==> config.mk <==
export PLATFORM = sky130hd
export DESIGN_NAME = aq_fadd_align_single
export DESIGN_NICKNAME = d
export VERILOG_FILES = /design/src/rtl/aq_fadd_align_single.sv
export SDC_FILE = /design/constraint.sdc
export NUM_CORES = 1
export LEC_CHECK = 0
export CAP_MARGIN = 5
export CELL_PAD_IN_SITES_DETAIL_PLACEMENT = 1
export CELL_PAD_IN_SITES_GLOBAL_PLACEMENT = 2
export CORE_MARGIN = 3
export CORE_UTILIZATION = 34
export CTS_CLUSTER_DIAMETER = 120
export DETAILED_ROUTE_END_ITERATION = 7
export HOLD_SLACK_MARGIN = 0.06
export PLACE_DENSITY_LB_ADDON = 0.1
export SLEW_MARGIN = 25
export SYNTH_ARGS = -nofsm -noshare
export SYNTH_HDL_FRONTEND = slang
export SYNTH_SLANG_ARGS = --single-unit
==> constraint.sdc <==
create_clock -name forever_cpuclk -period 5.3 [get_ports forever_cpuclk]
set_input_delay 0.795 -clock forever_cpuclk [delete_from_list [all_inputs] [get_ports forever_cpuclk]]
set_output_delay 0.795 -clock forever_cpuclk [all_outputs]
set_load 0.05 [all_outputs]
==> src/rtl/aq_fadd_align_single.sv <==
`default_nettype none
// aq_fadd_align_single: two-stage single-precision FADD operand alignment (order, right-shift, sticky).
// Optional macro AQ_FADD_ALIGN_STICKY_EN folds shifted-out bits into out_small[0]; rev 1.0
module aq_fadd_align_single (
  input  logic        forever_cpuclk,
  input  logic        cpurst_b,
  input  logic        flush,
  input  logic        in_vld,
  output logic        in_rdy,
  input  logic [7:0]  exp_a,
  input  logic [7:0]  exp_b,
  input  logic [23:0] mant_a,
  input  logic [23:0] mant_b,
  output logic        out_vld,
  input  logic        out_rdy,
  output logic [7:0]  out_exp,
  output logic [27:0] out_big,
  output logic [27:0] out_small,
  output logic        out_swap,
  output logic [4:0]  out_shift
);

  logic        r_s1_vld;
  logic [27:0] r_s1_big;
  logic [27:0] r_s1_small;
  logic [7:0]  r_s1_exp;
  logic        r_s1_swap;
  logic [4:0]  r_s1_shift;

  logic        r_s2_vld;
  logic [27:0] r_s2_big;
  logic [27:0] r_s2_small;
  logic [7:0]  r_s2_exp;
  logic        r_s2_swap;
  logic [4:0]  r_s2_shift;

  logic        w_swap;
  logic [7:0]  w_exp_big;
  logic [7:0]  w_exp_small;
  logic [23:0] w_mant_big;
  logic [23:0] w_mant_small;
  logic [7:0]  w_diff;
  logic [4:0]  w_shift;
  logic        w_s2_adv;
  logic        w_accept;
  logic        w_s1_to_s2;
  logic [27:0] w_shifted;
  logic [27:0] w_small_aligned;

  // Ties on exponent are broken by mantissa so equal operands never swap.
  assign w_swap       = (exp_b > exp_a) | ((exp_b == exp_a) & (mant_b > mant_a));
  assign w_exp_big    = w_swap ? exp_b  : exp_a;
  assign w_exp_small  = w_swap ? exp_a  : exp_b;
  assign w_mant_big   = w_swap ? mant_b : mant_a;
  assign w_mant_small = w_swap ? mant_a : mant_b;
  assign w_diff       = w_exp_big - w_exp_small;
  assign w_shift      = (w_diff > 8'd31) ? 5'd31 : w_diff[4:0];

  assign w_s2_adv   = !r_s2_vld | out_rdy;
  assign in_rdy     = !r_s1_vld | w_s2_adv;
  assign w_accept   = in_vld & in_rdy;
  assign w_s1_to_s2 = r_s1_vld & w_s2_adv;

  assign w_shifted = r_s1_small >> r_s1_shift;

`ifdef AQ_FADD_ALIGN_STICKY_EN
  localparam logic [27:0] c_ALL_ONES = '1;
  logic w_lost;
  // Mask of the low r_s1_shift bits; a shift of 28 or more masks the whole word.
  assign w_lost          = |(r_s1_small & ~(c_ALL_ONES << r_s1_shift));
  assign w_small_aligned = {w_shifted[27:1], w_shifted[0] | w_lost};
`else
  assign w_small_aligned = w_shifted;
`endif

  always_ff @(posedge forever_cpuclk) begin
    if (!cpurst_b) begin
      r_s1_vld   <= 1'b0;
      r_s1_big   <= 28'h0;
      r_s1_small <= 28'h0;
      r_s1_exp   <= 8'h0;
      r_s1_swap  <= 1'b0;
      r_s1_shift <= 5'h0;
      r_s2_vld   <= 1'b0;
      r_s2_big   <= 28'h0;
      r_s2_small <= 28'h0;
      r_s2_exp   <= 8'h0;
      r_s2_swap  <= 1'b0;
      r_s2_shift <= 5'h0;
    end else if (flush) begin
      r_s1_vld <= 1'b0;
      r_s2_vld <= 1'b0;
    end else begin
      if (in_rdy) begin
        r_s1_vld <= in_vld;
      end
      if (w_accept) begin
        r_s1_big   <= {1'b0, w_mant_big, 3'b000};
        r_s1_small <= {1'b0, w_mant_small, 3'b000};
        r_s1_exp   <= w_exp_big;
        r_s1_swap  <= w_swap;
        r_s1_shift <= w_shift;
      end
      if (w_s2_adv) begin
        r_s2_vld <= r_s1_vld;
      end
      if (w_s1_to_s2) begin
        r_s2_big   <= r_s1_big;
        r_s2_small <= w_small_aligned;
        r_s2_exp   <= r_s1_exp;
        r_s2_swap  <= r_s1_swap;
        r_s2_shift <= r_s1_shift;
      end
    end
  end

  assign out_vld   = r_s2_vld;
  assign out_exp   = r_s2_exp;
  assign out_big   = r_s2_big;
  assign out_small = r_s2_small;
  assign out_swap  = r_s2_swap;
  assign out_shift = r_s2_shift;

endmodule
`default_nettype wire

== Word level (Yosys, flattened, before mapping) ==
Index checks and enable logic that the tools add are counted.
Storage, ports and cells
  flip-flop bits (word level): 130
  bits of input ports: 69
  output and inout port bits: 72
Operators by class
  add/subtract/negate cells: 1
  magnitude comparators: 3
  eq/ne operators: 1
  shift-type cells: 1
  muxes and demuxes: 5
  bitwise logic cells: 8
  reduce and logical (&&, ||, !) cells: 5
Operators with widths (count)
  two-way mux 24 bit: 2
  >> shifter 27 x 5 -> 28 bit: 1
  > comparator 24 bit: 1
  two-way mux 8 bit: 2
  equality test 8 bit: 1
  > comparator 8 x 5 -> 1 bit, second input constant: 1
  > comparator 8 bit: 1
  subtractor 8 bit: 1
  two-way mux 5 bit: 1
  AND reduction 2 bit: 2
  AND 1 bit: 3
  bitwise OR 1 bit: 3
  logical NOT 1 bit: 2
  NOT 1 bit: 2
  OR reduction 2 bit: 1

== Longest topological paths before layout ==
Gate-level depths: netlist (run 1).
  word-level depth: 7
  gate-level depth with buffers: 16
  gate-level depth less buffers: 14

== Least setup slack after synthesis (run 1) ==
No wires, ideal clock.
  path type: input -> register
  start point: input port mant_a[23]
  end point: register r_s1_shift[2]
  arrival time: 3489 ps
  required time: 5154 ps
  slack: 1665 ps
  stages: 13
  cells stage by stage: inv_1 -> ha_1 -> nand4_1 -> or4_4 -> o211ai_1 -> mux2_2 -> nor2_1 -> ha_1 -> nand2_1 -> a41oi_1 -> a211oi_2 -> xor2_1 -> a41oi_1
On the way
  longest elaborated chain between the ends: 7
  elaborated cells on any way between the ends: 8
  those cells by class: add/sub (1); order compare (2); mux (3); bitwise (2)
Ends and longest elaborated chain
  from (decl): line 12  | input logic [23:0] mant_a,
  > comparator 24 bit (*): line 51  | assign w_swap = (exp_b > exp_a) | ((exp_b == exp_a) & (mant_b > mant_a));
  AND 1 bit (*): line 51
  bitwise OR 1 bit (*): line 51
  two-way mux 8 bit (on tied branches): line 52, 53
  subtractor 8 bit (*): line 56  | assign w_diff = w_exp_big - w_exp_small;
  > comparator 8 x 5 -> 1 bit: line 57  | assign w_shift = (w_diff > 8'd31) ? 5'd31 : w_diff[4:0];
  two-way mux 5 bit (*): line 57
  to (signal assigned): line 102  | r_s1_shift <= w_shift;
  to (decl): line 28  | logic [4:0] r_s1_shift;
Mark *: on every way between the ends. The rest lies on a longest branch, timed or not.
A chain may end at the register's enable or synchronous reset.

== Worst setup path in the final report (run 1) ==
Same ends and word-level chain as after synthesis.

==> results of run 1 <==
-- layout by cell type, fill, tap and decap left out, types with 3 or more instances in the layout --
| cell type | count |
|---|---|
| a22oi_1 | 16 |
| bufinv_16 | 3 |
| inv_1 | 38 |
| nand3_1 | 6 |
| a21o_1 | 3 |
| o211a_1 | 59 |
| nand4_1 | 7 |
| clkbuf_16 | 17 |
| mux4_2 | 7 |
| buf_4 | 11 |
| nor2b_1 | 29 |
| xor2_1 | 4 |
| o22ai_1 | 5 |
| or3_1 | 3 |
| clkinv_4 | 4 |
| a211oi_1 | 11 |
| mux2i_1 | 47 |
| o21ai_0 | 24 |
| conb_1 | 5 |
| a2bb2oi_1 | 3 |
| nor2_1 | 32 |
| nor3_1 | 9 |
| mux2_2 | 16 |
| clkdlybuf4s50_1 | 134 |
| and2_1 | 5 |
| ha_1 | 33 |
| nand2b_1 | 6 |
| and3_1 | 5 |
| a41oi_1 | 6 |
| dfxtp_1 | 129 |
| a21oi_1 | 35 |
| a222oi_1 | 8 |
| nand2_1 | 175 |
| o211ai_1 | 34 |
| a21boi_0 | 40 |
-- sequential cells by signal (all words and copies together), names as in the netlist --
register	flops
out_vld	1
r_s1_swap	1
r_s1_shift	5
out_exp	8
r_s1_big	24
out_small	27
r_s1_small	24
out_swap	1
out_shift	5
r_s1_vld	1
out_big	24
r_s1_exp	8
-- per-layer routing --
layer | track usage | wire, um | vias to the layer above
met5 | 0 | 0 | -
met4 | 0.0534 | 243 | 0
met3 | 0.0388 | 867 | 15
met2 | 0.300 | 10400 | 119
met1 | 0.282 | 11800 | 3315
li1 | - | - | 3441
-- critical path: cells and delay by family --
kind                     cells  cell delay, ps
AO/OA/AOI/OAI                4             810
XOR/XNOR                     1             400
adder cells (fa/ha/maj)      2             520
buffers and inverters        2             570
multiplexers                 1             380
AND/OR/NAND/NOR              4            1040
-- report_power, final --
group          switching, W  internal [W]
combinational      0.000356      0.000251
sequential        0.0000336       0.00101
clock              0.000468      0.000755
-- how the worst min path moves through the flow --
stage / to / start
3_3_place_gp: out_exp[5] / out_exp[5]
6_report: out_big[18] / out_big[18]
4_1_cts: out_small[2] / out_small[2]
3_5_place_dp: out_big[20] / out_big[20]
2_1_floorplan: out_exp[3] / r_s1_exp[3]
5_1_grt: out_big[18] / out_big[18]
-- cell type report --
cell class,instances,area (um2),area share
Clock buffer,20,447,0.0458
Clock inverter,11,155,0.0159
Inverter,39,146,0.0150
Multi-Input combinational cell,664,4630,0.474
Sequential cell,129,2580,0.265
Tap cell,280,350,0.0359
Timing Repair Buffer,146,1440,0.148
-- per-stage QoR --
step / instance area [um2] / hold WS (ps) / setup slack, ps
3_5_place_dp: 9150 / 461 / 677
2_1_floorplan: 7650 / 438 / 1660
6_report: 9750 / 464 / 1050
4_1_cts: 9750 / 469 / 1110
3_3_place_gp: 9150 / 455 / 801
5_1_grt: 9750 / 483 / 820
-- cell families after synthesis --
group	count (synthesis)
compound gates	259
simple gates	293
xor+xnor	4
buf+inv	113
mux	70
fa+ha+maj	33
flops	129
other cells	1
==> impl_metrics.yaml, run 1 <==
floorplanning:
  rows: 54
  core_um2: 22000
  initial_core_util: 0.348
  die_width_um: 156
  boundaryPins: 141
  die_h_um: 156
  die_area_um2: 24300
cells_and_area:
  fin_util: 0.444
  drive_gt1_frac: 0.0763
  antenna_cells: 0
  nets: 1099
  synthToLayoutAreaGrowth_pct: 27.7
  fin_cells: 1289
  fillCellCount: 2546
route:
  wirelength_um: 23400
  vias: 6890
  post_drt_via_cell_ratio: 5.35
  dr.pass1.iters: 5
  drtAntennaViolNets: 0
  drc: 0
  routedWlPerCell_um: 18.1
  drtIter0Drc: 371
clock_network:
  cts_resized: 0
  clk_pin_slew_ps: 60
  htree_levels: 4
  cts_inserted_buffers: 17
  insertion_delay_ps: 420
  cts_setup_buffers: 0
  cts.sink_count: 129
  root_buffer: "clkbuf_16"
  clock_path_buffers: 2
  cts_tree: "done"
  holdBufCountCts: 0
timing:
  fin_crit_sh: 0.802
  relSlewSlack: 0.416
  tightest_slew_ps: 869
  tns_ps: 0
  finalHoldViolations: 0
  setup_violations: 0
  min_period_ps: 4250
  fmax_mhz: 235
  slew_viol_final: 0
  fin_skew_ps: 13.2
  rsz0062_at_grt: "false"
power_and_ir_drop:
  leakagePower_nw: 4.22
  peakVddDrop_mv: 0.203
  power.total_w: 0.00287
  power_density_nw_per_um2: 295
global_route:
  antenna_found_initial: 0
  grt_pass1_vias: 6969
  grt_overflow: 0
  track_usage: 0.196
  grt_max_degree: 80
  grt_pass1_wl_um: 38200
setup_path:
  cp_max_fo: 5
  worstReg2RegEnd: "out_small[1]"
  r2r_slack_ps: 2560
  critPathRequiredTime_ps: 5570
  cp_slowest_stage_delay_ps: 610
  cp-endpoint: "r_s1_shift[2]"
  worst-setup-path-type: "in2reg"
  cp-startpoint: "mant_a[23]"
  cpMaxStageDelayCell: "or4_4"
  arrival_ps: 4520
  start_kind: "primary input"
  worstReg2RegStart: "r_s1_shift[1]"
  end_kind: "register"
  path_cells: "clkdlybuf4s50_1 -> inv_1 -> ha_1 -> nand4_1 -> or4_4 -> o211ai_1 -> mux2_2 -> nor2_1 -> ha_1 -> nand2_1 -> a41oi_1 -> a211oi_2 -> xor2_1 -> a41oi_1"
  ff2ff_path_depth: 9
yosys:
  synth-edff-count: 0
  synth_top_area_frac: 0.338
  synthSimpleGateAreaFrac: 0.174
  synth.distinct_cells: 60
  yosys.area_share.adder: 0.0541
  async_flop_share: 0
  syn_area_um2: 7630
  synth_xor_area_frac: 0.00459
  ys_warn_count: 0
  synth_top_family_by_area: "compound AO/OA/AOI/OAI gates"
  synthMuxAreaShare: 0.106
  yosysSeqAreaShare: 0.338
  synth_top_cell_by_area: "dfxtp_1"
  synthTopCellsByArea: "dfxtp_1 (34%), nand2_1 (8.7%), o211a_1 (7.7%)"
  synth_compound_area_frac: 0.262
  ys.flop_type: "dfxtp_1"
  avgSynthCellArea_um2: 8.46
  syn_inst: 902
  yosys-top-cells-count: "nand2_1 (176), dfxtp_1 (129), o211a_1 (59)"
  yosysMostFrequentCell: "nand2_1"
  synth_seq_cells: 129
placement:
  place_inst: 1258
  hpwl_um: 16900
  numPortBuffers: 135
  gp_congestion: 0.827
outcome:
  status: "completed"
hold_path:
  hold_path.class: "reg2reg"
  whs_path_depth: 2
run:
  drv_cap: 0
Note: power is estimated with default switching activity, not from simulation.
==> inputs of run 2 (changes only) <==
- CORE_UTILIZATION: 34 -> 28
- clock period: 5.3 -> 3.9 ns (I/O delays scaled with it)
==> run 2 against run 1 <==
Effect of this change: worst hold slack got worse by 1.1 ps; sequential cell count did not move; setup slack got worse by 840 ps; first-iteration DRC count fell by 12%; utilization fell by 4.3 points; clock skew rose by 5.6 ps; die area rose by 21%; critical endpoint is now r_s1_shift[1]; clock power rose by 48%; cell area rose by 8.8%; sequential power rose by 36%; combinational power rose by 54%; highest routed layer is now met5.
==> impl_metrics.yaml, run 2 (synthesis gave the netlist of run 1 again) <==
timing:
  setup_violations: 0
  fmax_mhz: 271
  min_period_ps: 3690
  slew_viol_final: 0
  tightest_slew_ps: 887
  fin_skew_ps: 18.8
  relSlewSlack: 0.408
  fin_crit_sh: 0.946
  tns_ps: 0
  finalHoldViolations: 0
  rsz0062_at_grt: "false"
  fin_hold_ws_ps: 463
power_and_ir_drop:
  internal_power_w: 0.00290
  comb_power_share: 0.225
  switchingPower_w: 0.00126
  power.total_w: 0.00416
  power_frac_clock: 0.432
  peakVddDrop_mv: 0.215
  power_density_nw_per_um2: 392
  seq_power_share: 0.344
  leakagePower_nw: 4.71
  swShare: 0.302
route:
  top_layer: "met5"
  dr.pass1.iters: 5
  routedWlPerCell_um: 17.6
  met3WireLength_um: 984
  drc: 0
  m1WireLength_um: 12500
  vias: 7192
  wl_met2_um: 11400
  drtAntennaViolNets: 0
  wirelength_um: 25300
  drtIter0Drc: 328
  post_drt_via_cell_ratio: 5.00
setup_path:
  start_kind: "primary input"
  cp_max_fo: 5
  cp_slowest_stage_delay_ps: 600
  worst-setup-path-type: "in2reg"
  cpMaxStageDelayCell: "or4_4"
  cpMostUsedCell: "ha_1"
  end_kind: "register"
  path_cells: "clkdlybuf4s50_1 -> inv_1 -> ha_1 -> nand4_1 -> or4_4 -> o211ai_1 -> mux2_2 -> nor2_1 -> ha_1 -> nand2_1 -> a41oi_2 -> a211oi_2 -> xor2_1 -> buf_4 -> a41oi_1"
  arrival_ps: 4030
  critPathRequiredTime_ps: 4240
placement:
  gp_congestion: 0.861
  hpwl_um: 19000
  placed_area_um2: 9930
  numPortBuffers: 135
global_route:
  antenna_found_initial: 4
  track_usage: 0.175
  grt_pass1_wl_um: 40500
  grt_pass1_vias: 7459
  grt_overflow: 0
  grt_max_degree: 74
floorplanning:
  boundaryPins: 141
  initial_core_util: 0.289
  core_um2: 26400
  die_h_um: 171
  die_width_um: 171
  die_area_um2: 29300
  rows: 59
clock_network:
  insertion_delay_ps: 430
  clock_path_buffers: 2
  cts_inserted_buffers: 17
  cts.sink_count: 129
  htree_levels: 4
  clk_pin_slew_ps: 70
  root_buffer: "clkbuf_16"
  cts_tree: "done"
cells_and_area:
  final_common_cell: "nand2_1"
  drive_gt1_frac: 0.156
  synthToLayoutAreaGrowth_pct: 39.0
  postLayoutCellArea_um2: 10600
  fillCellCount: 3067
  most-common-layout-cells: "nand2_1 (175), clkdlybuf4s50_1 (134), dfxtp_1 (129)"
  nets: 1190
  largest_reg_flops: 27
hold_path:
  hold_path.class: "reg2reg"
outcome:
  status: "completed"
run:
  drv_cap: 0
[run 2: power by group through the flow]
stage | registers (W) | logic (W) | clock network [W]
2_1_floorplan | 0.00146 | 0.000542 | 0
3_3_place_gp | 0.00146 | 0.000935 | 0
3_5_place_dp | 0.00146 | 0.000939 | 0
4_1_cts | 0.00143 | 0.000945 | 0.00185
5_1_grt | 0.00144 | 0.00104 | 0.00190
6_report | 0.00143 | 0.000935 | 0.00180
[run 2: stage by stage]
step	std cells	utilization	setup WS, ps
after floorplan	906	-	475
after global placement	1402	0.376	-172
after detailed placement	1402	0.376	-288
after CTS	1434	0.400	153
after global routing	1437	0.402	14.5
final	1437	0.402	209
[run 2: cell type report]
class | count | area, um2 | share of cell area
antenna | 1 | 2.50 | 0.000236
clock buffer | 17 | 425 | 0.0401
clock inverter | 15 | 220 | 0.0208
inverter | 39 | 146 | 0.0138
multi-input combinational | 664 | 4640 | 0.437
sequential | 129 | 2580 | 0.243
tap | 335 | 419 | 0.0395
timing repair buffer | 237 | 2180 | 0.205
[run 2: path summary, 6_finish.rpt]
kind              endpoint  cells after the start           from  slack (ps)
max          r_s1_shift[1]                     15     mant_a[15]         210
min             out_exp[3]                      2    r_s1_exp[3]         460
max reg2reg   out_small[0]                      8  r_s1_shift[0]        1250
min reg2reg     out_exp[3]                      2    r_s1_exp[3]         460
[run 2: layer usage]
| metal | up-vias | global-route usage |
|---|---|---|
| met5 | - | 0 |
| met3 | 30 | 0.0365 |
| met4 | 6 | 0.0518 |
| met1 | 3416 | 0.240 |
| li1 | 3617 | - |
| met2 | 123 | 0.278 |
[run 2: what timing repair did]
action / 4_1_cts / 5_1_grt
hold endpoints to repair: 0 / 0
resized for setup: 0 / 2
hold buffers: 0 / 0
endpoints found under the setup margin: 0 / 5
buffers inserted: 0 / 2
[run 2: worst max-delay path, delay by kind of cell]
family	cells	cell delay, ps
AND/OR/NAND/NOR	4	1010
AO/OA/AOI/OAI	4	720
buffers and inverters	3	710
adder cells (fa/ha/maj)	2	490
multiplexers	1	380
XOR/XNOR	1	140
==> inputs of run 3 (changes only) <==
- PLACE_DENSITY: unset -> 0.76
- PLACE_DENSITY_LB_ADDON: 0.1 -> unset
==> run 3 against run 2 <==
Effect of this change: setup slack got worse by 37 ps; worst hold slack got worse by 7.2 ps; critical path depth did not move; critical path type unchanged; clock skew fell by 1.5 ps; register-to-register slack improved by 230 ps; global-route usage fell by 0.31 points; combinational power fell by 1%; critical endpoint unchanged.
==> impl_metrics.yaml, run 3 (synthesis gave the netlist of run 1 again) <==
outcome:
  status: "completed"
cells_and_area:
  fin_cells: 1418
  most-common-layout-cells: "nand2_1 (175), clkdlybuf4s50_1 (134), dfxtp_1 (129)"
  final_common_cell: "nand2_1"
  fin_util: 0.396
  synthToLayoutAreaGrowth_pct: 37.0
  drive_gt1_frac: 0.145
  regArea_um2: 2580
  antenna_cells: 0
  fillCellCount: 3066
  multi_input_area_um2: 4660
  largest_reg_flops: 27
  nets: 1173
  postLayoutCellArea_um2: 10500
placement:
  gp_congestion: 0.834
  placed_area_um2: 9780
  numPortBuffers: 135
  hpwl_um: 19000
  place_inst: 1387
clock_network:
  htree_levels: 4
  cts_inserted_buffers: 17
  cts.sink_count: 129
  root_buffer: "clkbuf_16"
  insertion_delay_ps: 430
  holdBufCountCts: 0
  clock_path_buffers: 2
  clk_pin_slew_ps: 60
  cts_tree: "done"
route:
  drtAntennaViolNets: 0
  drtIter0Drc: 389
  routedWlPerCell_um: 17.9
  drc: 0
  vias: 7229
  post_drt_via_cell_ratio: 5.10
  dr.pass1.iters: 5
  wirelength_um: 25400
setup_path:
  path_cells: "clkdlybuf4s50_1 -> inv_1 -> ha_1 -> nand4_1 -> or4_1 -> nor3_1 -> nor2_1 -> o22ai_1 -> nor2_2 -> ha_1 -> nand2_1 -> a41oi_2 -> a211oi_2 -> xor2_2 -> a41oi_1"
  worstReg2RegStart: "r_s1_shift[1]"
  cp-startpoint: "mant_a[15]"
  cp_slowest_stage_delay_ps: 610
  r2r_slack_ps: 1480
  cpMostUsedCell: "ha_1"
  cp_max_fo: 5
  start_kind: "primary input"
  arrival_ps: 4000
  worst-setup-path-type: "in2reg"
  critPathRequiredTime_ps: 4180
  end_kind: "register"
  cpMaxStageDelayCell: "or4_1"
hold_path:
  min_from: "r_s1_big[19]"
  hold_path.class: "reg2reg"
global_route:
  grt_pass1_wl_um: 40000
  grt_pass1_vias: 7242
  grt_max_degree: 82
  track_usage: 0.172
  antenna_found_initial: 1
  grt_overflow: 0
timing:
  min_period_ps: 3730
  fin_skew_ps: 17.2
  tightest_slew_ps: 821
  fmax_mhz: 268
  rsz0062_at_grt: "true"
  tns_ps: 0
  fin_hold_ws_ps: 456
  finalHoldViolations: 0
  setup_violations: 0
  slew_viol_final: 0
  relSlewSlack: 0.453
  fin_crit_sh: 0.956
power_and_ir_drop:
  leakagePower_nw: 4.59
  peakVddDrop_mv: 0.220
  power_density_nw_per_um2: 392
floorplanning:
  rows: 59
  die_h_um: 171
  die_width_um: 171
  die_area_um2: 29300
  boundaryPins: 141
  initial_core_util: 0.289
  core_um2: 26400
run:
  drv_cap: 0
[run 3: cell count changes in the layout (fill, tap and decap cells not counted), moves of 2 or more]
cell,before,now
buf_12,5,2
inv_6,4,1
clkinvlp_4,0,3
clkbuf_8,0,2
buf_4,98,84
inv_8,3,0
[run 3: what timing repair did]
action / 4_1_cts / 5_1_grt
endpoints found under the setup margin: 0 / 5
gates resized for setup: 0 / 6
buffers inserted: 0 / 0
[run 3: layout make-up]
type,count,area share
inverters,39,0.0140
clock inverters,12,0.0175
repair buffers,220,0.192
well taps,335,0.0401
clock buffers,19,0.0433
flip-flops and latches,129,0.247
multi-input cells,664,0.446
[run 3: path summary, 6_finish.rpt]
check / end / depth (start not counted)
worst min-delay path: out_big[19] / 2
worst max register to register: out_small[0] / 9
worst min register to register: out_big[19] / 2
worst max-delay path: r_s1_shift[1] / 15
[run 3: worst max-delay path, delay by kind of cell]
kind                       cells  cell delay [ps]
AOI/OAI and AO/OA              4              830
buffers and inverters          2              550
xor gates and xnor gates       1              290
and+or+nand+nor                6             1260
adders and majority gates      2              480
[run 3: per-layer routing]
| metal | GRT usage | up-vias | share of wire | routed length [um] |
|---|---|---|---|---|
| met4 | 0.0364 | 2 | 0.0093 | 235 |
| met1 | 0.242 | 3487 | 0.50 | 12800 |
| met2 | 0.271 | 127 | 0.45 | 11400 |
| met5 | 0 | - | 0.00051 | 13 |
| li1 | - | 3593 | - | - |
| met3 | 0.0367 | 20 | 0.037 | 946 |
[run 3: per-stage QoR]
| step | power [W] | worst slack [ps] |
|---|---|---|
| after detailed placement | 0.00237 | -370 |
| after global routing | 0.00430 | -36.7 |
| final | 0.00410 | 172 |
| after CTS | 0.00413 | 68.1 |
| after global placement | 0.00235 | -225 |
| after floorplan | 0.00200 | 475 |
[run 3: report_power, final]
| group | switching [W] | total [W] | internal, W |
|---|---|---|---|
| sequential | 0.0000507 | 0.00143 | 0.00137 |
| combinational | 0.000513 | 0.000922 | 0.000409 |
| clock | 0.000648 | 0.00175 | 0.00110 |
